[src/rtl/cache_ctrl_pkg.sv]
// Shared types and constants for the cache way controller.
package cache_ctrl_pkg;
   localparam int NUM_WAYS_DEF = 4;
   localparam int WAY_W_DEF    = $clog2(NUM_WAYS_DEF);

   typedef logic [WAY_W_DEF-1:0] way_idx_t;

   typedef enum logic [1:0] {IDLE, COMPARE, WRITEBACK, FILL} state_t;

   localparam logic DIRTY_SET = 1'b1;
   localparam logic DIRTY_CLR = 1'b0;
endpackage

[src/rtl/cache_way_ctrl_prio_enc.sv]
// onehot_prio_enc: lowest-set-bit priority encoder with a found flag.
module onehot_prio_enc #(
   parameter int num_ways = 4,
   parameter int width    = $clog2(num_ways)
) (
   input  logic [num_ways-1:0] vec,
   output logic [width-1:0]    idx,
   output logic                found
);
   // Scan high to low so the lowest set bit is the last one written.
   always_comb begin
      idx   = '0;
      found = 1'b0;
      for (int i = num_ways-1; i >= 0; i--) begin
         if (vec[i]) begin
            idx   = width'(i);
            found = 1'b1;
         end
      end
   end
endmodule

[src/rtl/cache_way_ctrl.sv]
// Cache way control FSM: hit/miss, victim selection, writeback/fill, LRU update.
// Optional: CACHE_INVALID_FIRST_EN prefers an invalid way as victim over lru_way.
module cache_way_ctrl
   import cache_ctrl_pkg::*;
#(
   parameter int num_ways = 4,
   parameter int width    = $clog2(num_ways)
) (
   input  logic                clk,
   input  logic                rst,
   input  logic                mem_read,
   input  logic                mem_write,
   output logic                mem_resp,
   input  logic [num_ways-1:0] hit_vec,
   input  logic [num_ways-1:0] valid_vec,
   input  logic                victim_dirty,
   input  logic [width-1:0]    lru_way,
   output logic                lru_read,
   output logic                lru_load,
   output logic [width-1:0]    lru_recent,
   output logic [width-1:0]    way_sel,
   output logic [num_ways-1:0] tag_load,
   output logic [num_ways-1:0] valid_load,
   output logic [num_ways-1:0] dirty_load,
   output logic [num_ways-1:0] data_load,
   output logic                dirty_in,
   output logic                data_src,
   output logic                addr_sel,
   output logic                pmem_read,
   output logic                pmem_write,
   input  logic                pmem_resp
);
   localparam logic [num_ways-1:0] ONE = num_ways'(1);

   state_t           state;
   logic [width-1:0] victim;
   logic [width-1:0] hit_way;
   logic             hit_found;
   logic [width-1:0] inv_way;
   logic             inv_found;
   logic [width-1:0] miss_victim;

   onehot_prio_enc #(.num_ways(num_ways), .width(width)) u_hit_enc (
      .vec   (hit_vec),
      .idx   (hit_way),
      .found (hit_found)
   );

   onehot_prio_enc #(.num_ways(num_ways), .width(width)) u_inv_enc (
      .vec   (~valid_vec),
      .idx   (inv_way),
      .found (inv_found)
   );

`ifdef CACHE_INVALID_FIRST_EN
   assign miss_victim = inv_found ? inv_way : lru_way;
`else
   logic unused_inv;
   assign unused_inv  = ^{inv_way, inv_found};
   assign miss_victim = lru_way;
`endif

   always_ff @(posedge clk) begin
      if (rst) begin
         state  <= IDLE;
         victim <= '0;
      end else begin
         case (state)
            IDLE:      if (mem_read || mem_write) state <= COMPARE;
            COMPARE: begin
               if (hit_found) state <= IDLE;
               else begin
                  victim <= miss_victim;
                  state  <= (victim_dirty && valid_vec[miss_victim]) ? WRITEBACK : FILL;
               end
            end
            WRITEBACK: if (pmem_resp) state <= FILL;
            FILL:      if (pmem_resp) state <= IDLE;
            default:   state <= IDLE;
         endcase
      end
   end

   // Hit and fill-completion strobes depend on same-cycle datapath/memory inputs.
   always_comb begin
      mem_resp   = 1'b0;
      lru_read   = 1'b0;
      lru_load   = 1'b0;
      lru_recent = '0;
      way_sel    = '0;
      tag_load   = '0;
      valid_load = '0;
      dirty_load = '0;
      data_load  = '0;
      dirty_in   = DIRTY_CLR;
      data_src   = 1'b0;
      addr_sel   = 1'b0;
      pmem_read  = 1'b0;
      pmem_write = 1'b0;
      case (state)
         IDLE: lru_read = mem_read | mem_write;
         COMPARE: begin
            if (hit_found) begin
               mem_resp   = 1'b1;
               lru_load   = 1'b1;
               lru_recent = hit_way;
               way_sel    = hit_way;
               if (mem_write) begin
                  data_load  = ONE << hit_way;
                  dirty_load = ONE << hit_way;
                  dirty_in   = DIRTY_SET;
               end
            end else begin
               way_sel = miss_victim;
            end
         end
         WRITEBACK: begin
            pmem_write = 1'b1;
            addr_sel   = 1'b1;
            way_sel    = victim;
         end
         FILL: begin
            pmem_read = 1'b1;
            way_sel   = victim;
            if (pmem_resp) begin
               tag_load   = ONE << victim;
               valid_load = ONE << victim;
               dirty_load = ONE << victim;
               data_load  = ONE << victim;
               dirty_in   = DIRTY_CLR;
               data_src   = 1'b1;
            end
         end
         default: ;
      endcase
   end
endmodule

[config.mk]
export PLATFORM = sky130hd
export DESIGN_NAME = cache_way_ctrl
export DESIGN_NICKNAME = d
export VERILOG_FILES = /design/src/rtl/cache_ctrl_pkg.sv /design/src/rtl/cache_way_ctrl_prio_enc.sv /design/src/rtl/cache_way_ctrl.sv
export SDC_FILE = /design/constraint.sdc
export NUM_CORES = 1
export LEC_CHECK = 0
export CORE_MARGIN = 2
export CORE_UTILIZATION = 33
export DETAILED_ROUTE_END_ITERATION = 12
export PLACE_DENSITY = 0.89
export SLEW_MARGIN = 10
export SYNTH_ARGS = -nofsm -noshare
export SYNTH_HDL_FRONTEND = slang
export SYNTH_SLANG_ARGS = --single-unit
[constraint.sdc]
create_clock -name clk -period 2.1 [get_ports clk]
set_input_delay 0.315 -clock clk [delete_from_list [all_inputs] [get_ports clk]]
set_output_delay 0.315 -clock clk [all_outputs]
set_load 0.01 [all_outputs]
; ---- Word level (Yosys, flattened, before mapping)
; Index checks and enable logic that the tools add are counted.
[word_totals]
regBits = 4
in_bits = 16
wordCells = 54
[op_classes]
order_cmp = 1
eq_ne = 6
shifts = 2
n_mux = 35
n_bitwise = 2
reduce_logical = 6
[op_table]
columns = cell, count
row1 = 2-to-1 mux 2 bit, 11
row2 = 2-to-1 mux 1 bit, 16
row3 = 2-to-1 mux 4 bit, 4
row4 = one-hot mux 2 bit (4 select lines), 1
row5 = one-hot mux 4 bit (2 select lines), 1
row6 = << shifter 1 x 2 -> 4 bit (first input constant), 2
row7 = != test 2 bit (second input constant), 3
row8 = == test 2 bit (second input constant), 2
row9 = one-hot mux 2 bit (2 select lines), 1
row10 = < comparator 2 x 3 -> 1 bit (second input constant), 1
row11 = AND reduction 3 bit, 1
row12 = binary-select mux 1 bit (select 2 bit), 1
row13 = == test 2 x 1 -> 1 bit (second input constant), 1
row14 = zero test 2 bit, 1
row15 = AND reduction 2 bit, 1
row16 = OR reduction 2 bit, 1
row17 = logical AND 1 bit, 1
row18 = logical OR 1 bit, 1
row19 = inverter 1 bit, 1
row20 = bitwise OR 1 bit, 1

; ---- Logic depth before layout (Yosys ltp)
; Gate-level depths: netlist of the first run.
[logic_depth]
word_depth = 8
depth_mapped = 5
mapped_depth_nobuf = 3

; ---- Modules after synthesis
; Synthesis of the first run repeated with hierarchy kept, for this count alone.
[unflattened]
cells_unflattened = 70
area_unflattened_um2 = 481.7
[modules_own_cells]
columns = mod, instances, cells_per_inst, area_each_um2, seq_area_each_um2
row1 = cache_way_ctrl, 1, 63, 446.7, 80.1
row2 = onehot_prio_enc, 1, 7, 35.0, 0.0

; ---- Worst setup path after synthesis of the first run
; Ideal clock, no wire load.
[synth_path]
path_type = register -> output
from = reg with a tool-made name
to = out dirty_load[1]
arrival_time_ps = 1315
t_required_ps = 1785
slack_ps = 470
path_stages_with_launch = 6
path_cell_list = dfxtp_1 buf_2 nand2_1 nor3_1 a41o_1 buf_4
[synth_rtl]
columns = element, line
row1 = end: declaration, cache_way_ctrl.sv:24  ; output logic [num_ways-1:0] dirty_load,

; ---- Worst setup path in the final report of the first run
[layout_path]
from = reg state[0]
to = out data_load[3]
[layout_between]
elab_chain_cells = 2
elab_cells_between_ends = 3
[layout_lines]
columns = element, line
row1 = start: declaration, cache_way_ctrl.sv:35  ; state_t state;
row2 = start signal: assignment, cache_way_ctrl.sv:74  ; state <= (victim_dirty && valid_vec[miss_victim]) ? WRITEBACK : FILL;
row3 = == test 2 bit or == test 2 x 1 -> 1 bit (tied branches), cache_way_ctrl.sv:100  ; case (state)
row4 = one-hot mux 4 bit (2 select lines) (*), cache_way_ctrl.sv:100
row5 = end: declaration, cache_way_ctrl.sv:25  ; output logic [num_ways-1:0] data_load,
; Mark *: on every way between the ends. The rest lies on a longest branch, timed or not.

==> results of run 1 <==
-- worst paths after layout --
| kind | from | endpoint | slack [ns] | depth (start not counted) |
|---|---|---|---|---|
| worst min-delay path | victim[0] | victim[0] | 0.51 | 2 |
| worst max-delay path | state[0] | data_load[3] | 0.1 | 6 |
| worst min register to register | victim[0] | victim[0] | 0.51 | 2 |
| worst max register to register | state[0] | victim[0] | 0.90 | 5 |
-- area by class of cell --
cell class	instances	area (µm²)
timing repair buffer	64	596
clock buffer	3	22.5
tap	16	20.0
multi-input combinational	49	350
sequential	4	85.1
fill	110	387
inverter	3	11.3
-- power breakdown --
part	internal [mW]	switching, mW	total (mW)
combinational	0.0744	0.0575	0.132
clock	0.0643	0.0363	0.101
sequential	0.0787	0.00563	0.0843
-- metal layers --
layer	GRT usage (%)	wire length, µm	vias to the layer above	share of wire [%]
li1	-	-	351	-
met1	22.8	786	346	38
met2	37.0	1090	44	53
met3	2.98	129	8	6.3
met4	11.5	52	0	2.5
met5	0	0	-	0
-- logic make-up after synthesis --
family | Yosys count
AO/OA/AOI/OAI | 16
XOR/XNOR | 1
multiplexers | 3
flip-flops | 4
buffers and inverters | 16
AND/OR/NAND/NOR | 29
-- cell usage in the layout (no fill, tap or decap), drive strengths merged, types with 2 or more instances in the layout --
cell           synthesis  layout
clkbuf                 0       3
nor2                   8       8
dlygate4sd2            0      12
buf                   13      21
a21oi                  2       2
dlymetal6s2s           0       9
a41o                   3       3
inv                    3       3
clkdlybuf4s50          0      22
nand2                  5       5
nor3                   3       3
o311ai                 3       3
dfxtp                  4       4
nand2b                 2       2
nand3                  3       3
nor2b                  3       3
o21ai                  3       3
mux2i                  2       2
and3                   2       2
-- worst max-delay path, cell delays in order (launching register included) --
cell,delay (ns)
dfxtp_4,0.37
nor2b_1,0.13
buf_4,0.17
buf_4,0.14
buf_4,0.12
a41o_1,0.22
dlygate4sd2_1,0.29
-- metrics by stage --
step	hold WS [ns]	instances	power, mW
6_report	0.514	139	0.317
2_1_floorplan	0.384	69	0.130
3_5_place_dp	0.504	132	0.213
5_1_grt	0.567	139	0.337
3_3_place_gp	0.478	132	0.209
4_1_cts	0.509	135	0.315
-- what timing repair did --
| action | 4_1_cts | 5_1_grt |
|---|---|---|
| endpoints found under the setup margin | 19 | 12 |
| buffers inserted | 0 | 4 |
| pin swaps | 1 | 1 |
| resized for setup | 18 | 14 |
==> results.ini, run 1 <==
[run_status]
outcome = finished clean

[logic_synthesis]
netlist_top_cells_area = dfxtp_1, buf_4, a41o_1
syn_inst = 69
synthFlopType = dfxtp_1
ys_seq_area_share_pct = 16.0
yosys.area.top_type = dfxtp_1
synth.top_cell.area_share_pct = 16.0
synth_edf_count = 0
synth_common_cells = buf_4, nor2_1, nand2_1, dfxtp_1
synthAdderAreaFrac_pct = 0
synthSimpleGateAreaFrac_pct = 32.2
ys_warn_count = 0
post-synth-top-count-cell = buf_4
synth_top_family_by_area = simple AND/OR/NAND/NOR gates
muxShareOfSynthArea_pct = 6.23
synth-compound-area-share_pct = 23.7
synthesis.area_um2 = 502
syn_avg_cell_area_um2 = 7.27
syn_nets = 85
synthArstFlopShare_pct = 0
synth-seq-cells = 4
ys_types = 28
synth_xor_xnor_area_share_pct = 1.75

[worst_setup_path]
endpoint_kind = output port
crit_fanout = 10
critPathLaunchType = flip-flop
cp.required_ns = 1.78
criticalPathCategory = flip-flop to output port
arrival_ns = 1.69

[global_routing]
grt.total_usage_pct = 20.6
grt_pass1_wl_um = 2910
grt_overflow = 0
antenna_found_initial = 0
grt_pass1_vias = 671
grt_start_max_net_pins = 12

[drt]
drt-initial-drc-count = 13
first_pass_iters = 4
wl_per_cell_um = 14.8
drc = 0
antenna_left = 0
vias = 749
viasPerCell = 5.39
wirelength_um = 2060

[finish]
finalNetCount = 141
antennaDiodeCount = 0
layout-drive-gt1-share_pct = 29.3
fin_util_pct = 73.7
final_cell_area_mm2 = 0.00108
area_growth_syn_to_layout_pct = 116

[job]
max_cap_viol_count = 0

[place]
dp_slack_ns = -0.276
gp_congestion = 0.831
port_buffers = 43
place_area_um2 = 990
place_hpwl_um = 1450

[die]
initial_core_util_pct = 34.1
io_pins = 44
die-area_mm2 = 0.00185
die_x_um = 43.0
rows = 14
core_mm2 = 0.00147
chipHeight_um = 43.0

[cts]
cts_buffer_depth = 2
cts_tree = built
numCtsBuffers = 3
cts_hold_buf = 0
cts-root-buf = clkbuf_4
clkLatencyLatePin_ns = 0.24
numClockSinks = 4
h-tree-depth = 1
clk_pin_slew_ns = 0.04

[sta]
skew_ns = 0.00573
finalCritPeriodShare_pct = 95.3
worst_pin_slew_ns = 0.331
fmax_ghz = 0.500
drv_slew = 0
slew_headroom_pct = 78.0
finalHoldViolations = 0
worst_slack_ns = 0.0996
fin_tns_setup_ns = 0
setup_viol = 0
rsz0062_at_grt = no
final.min_clock_period_ns = 2.00

[min_path]
hold_class = flip-flop to flip-flop

[power]
leakage_nw = 0.643
power_density_mw_per_mm2 = 292
vdd_drop_max_mv = 0.257

Power figures use the tool's default switching activity.
==> run 2: changes to the inputs <==
--- a/config.mk
+++ b/config.mk
@@ -6,10 +6,12 @@
 export NUM_CORES = 1
 export LEC_CHECK = 0
 export CORE_MARGIN = 2
-export CORE_UTILIZATION = 33
+export CORE_UTILIZATION = 32
+export CTS_CLUSTER_DIAMETER = 60
 export DETAILED_ROUTE_END_ITERATION = 12
-export PLACE_DENSITY = 0.89
+export PLACE_DENSITY = 0.88
 export SLEW_MARGIN = 10
 export SYNTH_ARGS = -nofsm -noshare
 export SYNTH_HDL_FRONTEND = slang
+export SYNTH_HIERARCHICAL = 1
 export SYNTH_SLANG_ARGS = --single-unit
==> run 2 against run 1 <==
Combinational power shrank 17%. Highest routed layer is now met3. Via count shrank 12%. Final cell count shrank 4.3%. Largest cell class unchanged.
==> results.ini, run 2 <==
[cts]
post-cts-setup-buffer-count = 0  ; unchanged
cts_tree = built
clkLatencyLatePin_ns = 0.23  ; about the same
numCtsBuffers = 3  ; unchanged
clk_pin_slew_ns = 0.03  ; about the same
h-tree-depth = 1  ; unchanged
cts-root-buf = clkbuf_4
numClockSinks = 4  ; unchanged
cts_buffer_depth = 2  ; unchanged

[drt]
wirelength_um = 1620  ; -22%
first_pass_iters = 3  ; -1
met1_length_um = 586  ; -25%
drt-initial-drc-count = 4  ; -9
viasPerCell = 4.94  ; -8.3%
vias = 657  ; -12%
wl_per_cell_um = 12.2  ; -18%
wl_met2_um = 905  ; -17%
highest_layer = met3
wl_met3_um = 125  ; -3.1%
antenna_left = 0  ; unchanged
drc = 0  ; unchanged

[logic_synthesis]
ys_seq_area_share_pct = 16.6  ; +0.66 points
syn_inst = 70  ; +1.4%
synth-seq-cells = 4  ; unchanged
synthFlopType = dfxtp_1
post-synth-top-count-cell = buf_4
synthesis.area_um2 = 482  ; -4.0%
syn_avg_cell_area_um2 = 6.88  ; -5.4%
netlist_top_cells_area = dfxtp_1, buf_4, nand2_1
synth_common_cells = buf_4, nand2_1, nor2_1, nor3_1
yosys.area.top_type = dfxtp_1
syn_nets = 86  ; +1.2%
synthArstFlopShare_pct = 0  ; unchanged
ys_types = 23  ; -18%
synth.top_cell.area_share_pct = 16.6  ; +0.66 points
ys_warn_count = 6  ; +6
synth_edf_count = 0  ; unchanged

[finish]
antennaDiodeCount = 0  ; unchanged
finalNetCount = 135  ; -4.3%
layout_commonest_cell = clkdlybuf4s50_1
fin_util_pct = 67.9  ; -5.8 points
final_cell_area_um2 = 987  ; -9.0%
layout-drive-gt1-share_pct = 23.9  ; -5.3 points
multi_input_area_um2 = 330  ; -5.7%
nFillCells = 144  ; +31%
area_growth_syn_to_layout_pct = 105
seq_area_um2 = 82.6  ; -2.9%
final_cell_mix = clkdlybuf4s50_1, buf_4, dlygate4sd2_1, nand2_1

[sta]
final.min_clock_period_ns = 2.04  ; +0.0363 ns
worst_pin_slew_ns = 0.290  ; -0.0403 ns
finalCritPeriodShare_pct = 97.0  ; +1.7 points
skew_ns = 0.000800  ; -0.00493 ns
setup_viol = 0  ; unchanged
finalHoldViolations = 0  ; unchanged
fmax_ghz = 0.491  ; -1.8%
slew_headroom_pct = 80.6  ; +2.7 points
worst_slack_ns = 0.0633  ; -0.0363 ns
whs_ns = 0.587  ; +0.0738 ns
drv_slew = 0  ; unchanged

[die]
initial_core_util_pct = 33.1  ; -0.97 points
chipHeight_um = 42.8  ; -0.44%
die_x_um = 42.8  ; -0.44%
io_pins = 44  ; unchanged
rows = 14  ; unchanged
die-area_mm2 = 0.00183  ; -0.88%
core_mm2 = 0.00145  ; -1.2%

[worst_setup_path]
critPathLaunchType = input port
criticalPathCategory = input port to output port
critPathMostFrequentCell = clkdlybuf4s50_1
path_cells = clkdlybuf4s50_1 -> nand2_2 -> nor3_4 -> buf_4 -> clkdlybuf4s50_1
crit_slowest_cell = clkdlybuf4s50_1
cp.required_ns = 1.78  ; about the same
arrival_ns = 1.72  ; +0.03 ns
crit_fanout = 3  ; -7
endpoint_kind = output port
slowest_delay_ns = 0.53  ; +0.16 ns

[global_routing]
grt_overflow = 0  ; unchanged
grt_pass1_wl_um = 2680  ; -7.8%
antenna_found_initial = 0  ; unchanged
grt_start_max_net_pins = 9  ; -3
grt_pass1_vias = 643  ; -4.2%
grt.total_usage_pct = 18.5  ; -2.0 points

[place]
port_buffers = 43  ; unchanged
place_area_um2 = 946  ; -4.4%
dp_slack_ns = -0.185  ; +0.0904 ns
gp_congestion = 0.769  ; -7.4%
place_hpwl_um = 1330  ; -8.6%

[job]
max_cap_viol_count = 0  ; unchanged

[power]
vdd_drop_max_mv = 0.288  ; +12%
leakage_nw = 0.553  ; -14%
power_density_mw_per_mm2 = 287  ; -1.7%
finalPower_uw = 283  ; -11%

[min_path]
hold_class = flip-flop to flip-flop

[run_status]
outcome = finished clean

-- run 2: cell types whose count changed in the layout (fill, tap and decap cells not counted), moves of 3 or more --
cell / change
a41o_1: -3
dlymetal6s2s_1: -4
nand2_1: +4
clkdlybuf4s15_1: +3
o21ai_0: +3
buf_4: -8
nor3_1: +3
-- run 2: logic make-up after synthesis --
| logic type | after synthesis | share of synthesized area, % |
|---|---|---|
| AO/OA/AOI/OAI | 15 | 20.3 |
| multiplexers | 3 | 8.83 |
| buffers and inverters | 15 | 19.7 |
| flip-flops | 4 | 16.6 |
| AND/OR/NAND/NOR | 33 | 34.5 |
-- run 2: timing repair --
item | 4_1_cts | 5_1_grt
endpoints found under the setup margin | 21 | 12
pin swaps | 0 | 0
hold buffers | 0 | 0
resized for setup | 22 | 13
hold endpoints to repair | 0 | 0
-- run 2: worst paths after layout --
kind | start | end | slack [ns] | depth (start not counted)
max | pmem_resp | valid_load[0] | 0.06 | 5
min | state[0] | state[0] | 0.59 | 2
max reg2reg | flip-flop | state[0] | 0.75 | 4
min reg2reg | state[0] | state[0] | 0.59 | 2
-- run 2: worst max-delay path, delay by kind of cell --
kind / cells / cell delay (ns)
buffers and inverters: 3 / 1.17
AND/OR/NAND/NOR: 2 / 0.24
-- run 2: layer usage --
layer  up-vias  global-route usage [%]
met5         -                       0
li1        329                       -
met2        30                    37.9
met3         0                    4.26
met4         0                       0
met1       298                    19.8
-- run 2: cell type report --
cell class	count	area share (%)
Multi-Input combinational cell	51	33.5
Sequential cell	4	8.37
Tap cell	16	2.03
Inverter	3	1.14
Clock buffer	3	2.28
Timing Repair Buffer	56	52.7
-- run 2: report_power, final --
part,total (mW),internal (mW),switching (mW)
logic,0.110,0.0660,0.0441
clock network,0.0900,0.0636,0.0264
registers,0.0833,0.0793,0.00399
total,0.283,0.209,0.0745
-- run 2: through the flow --
step	TNS, ns	cells
3_3_place_gp	-1.54	130
4_1_cts	0	133
2_1_floorplan	0	70
3_5_place_dp	-2.28	130
6_report	0	133
5_1_grt	-0.0198	133
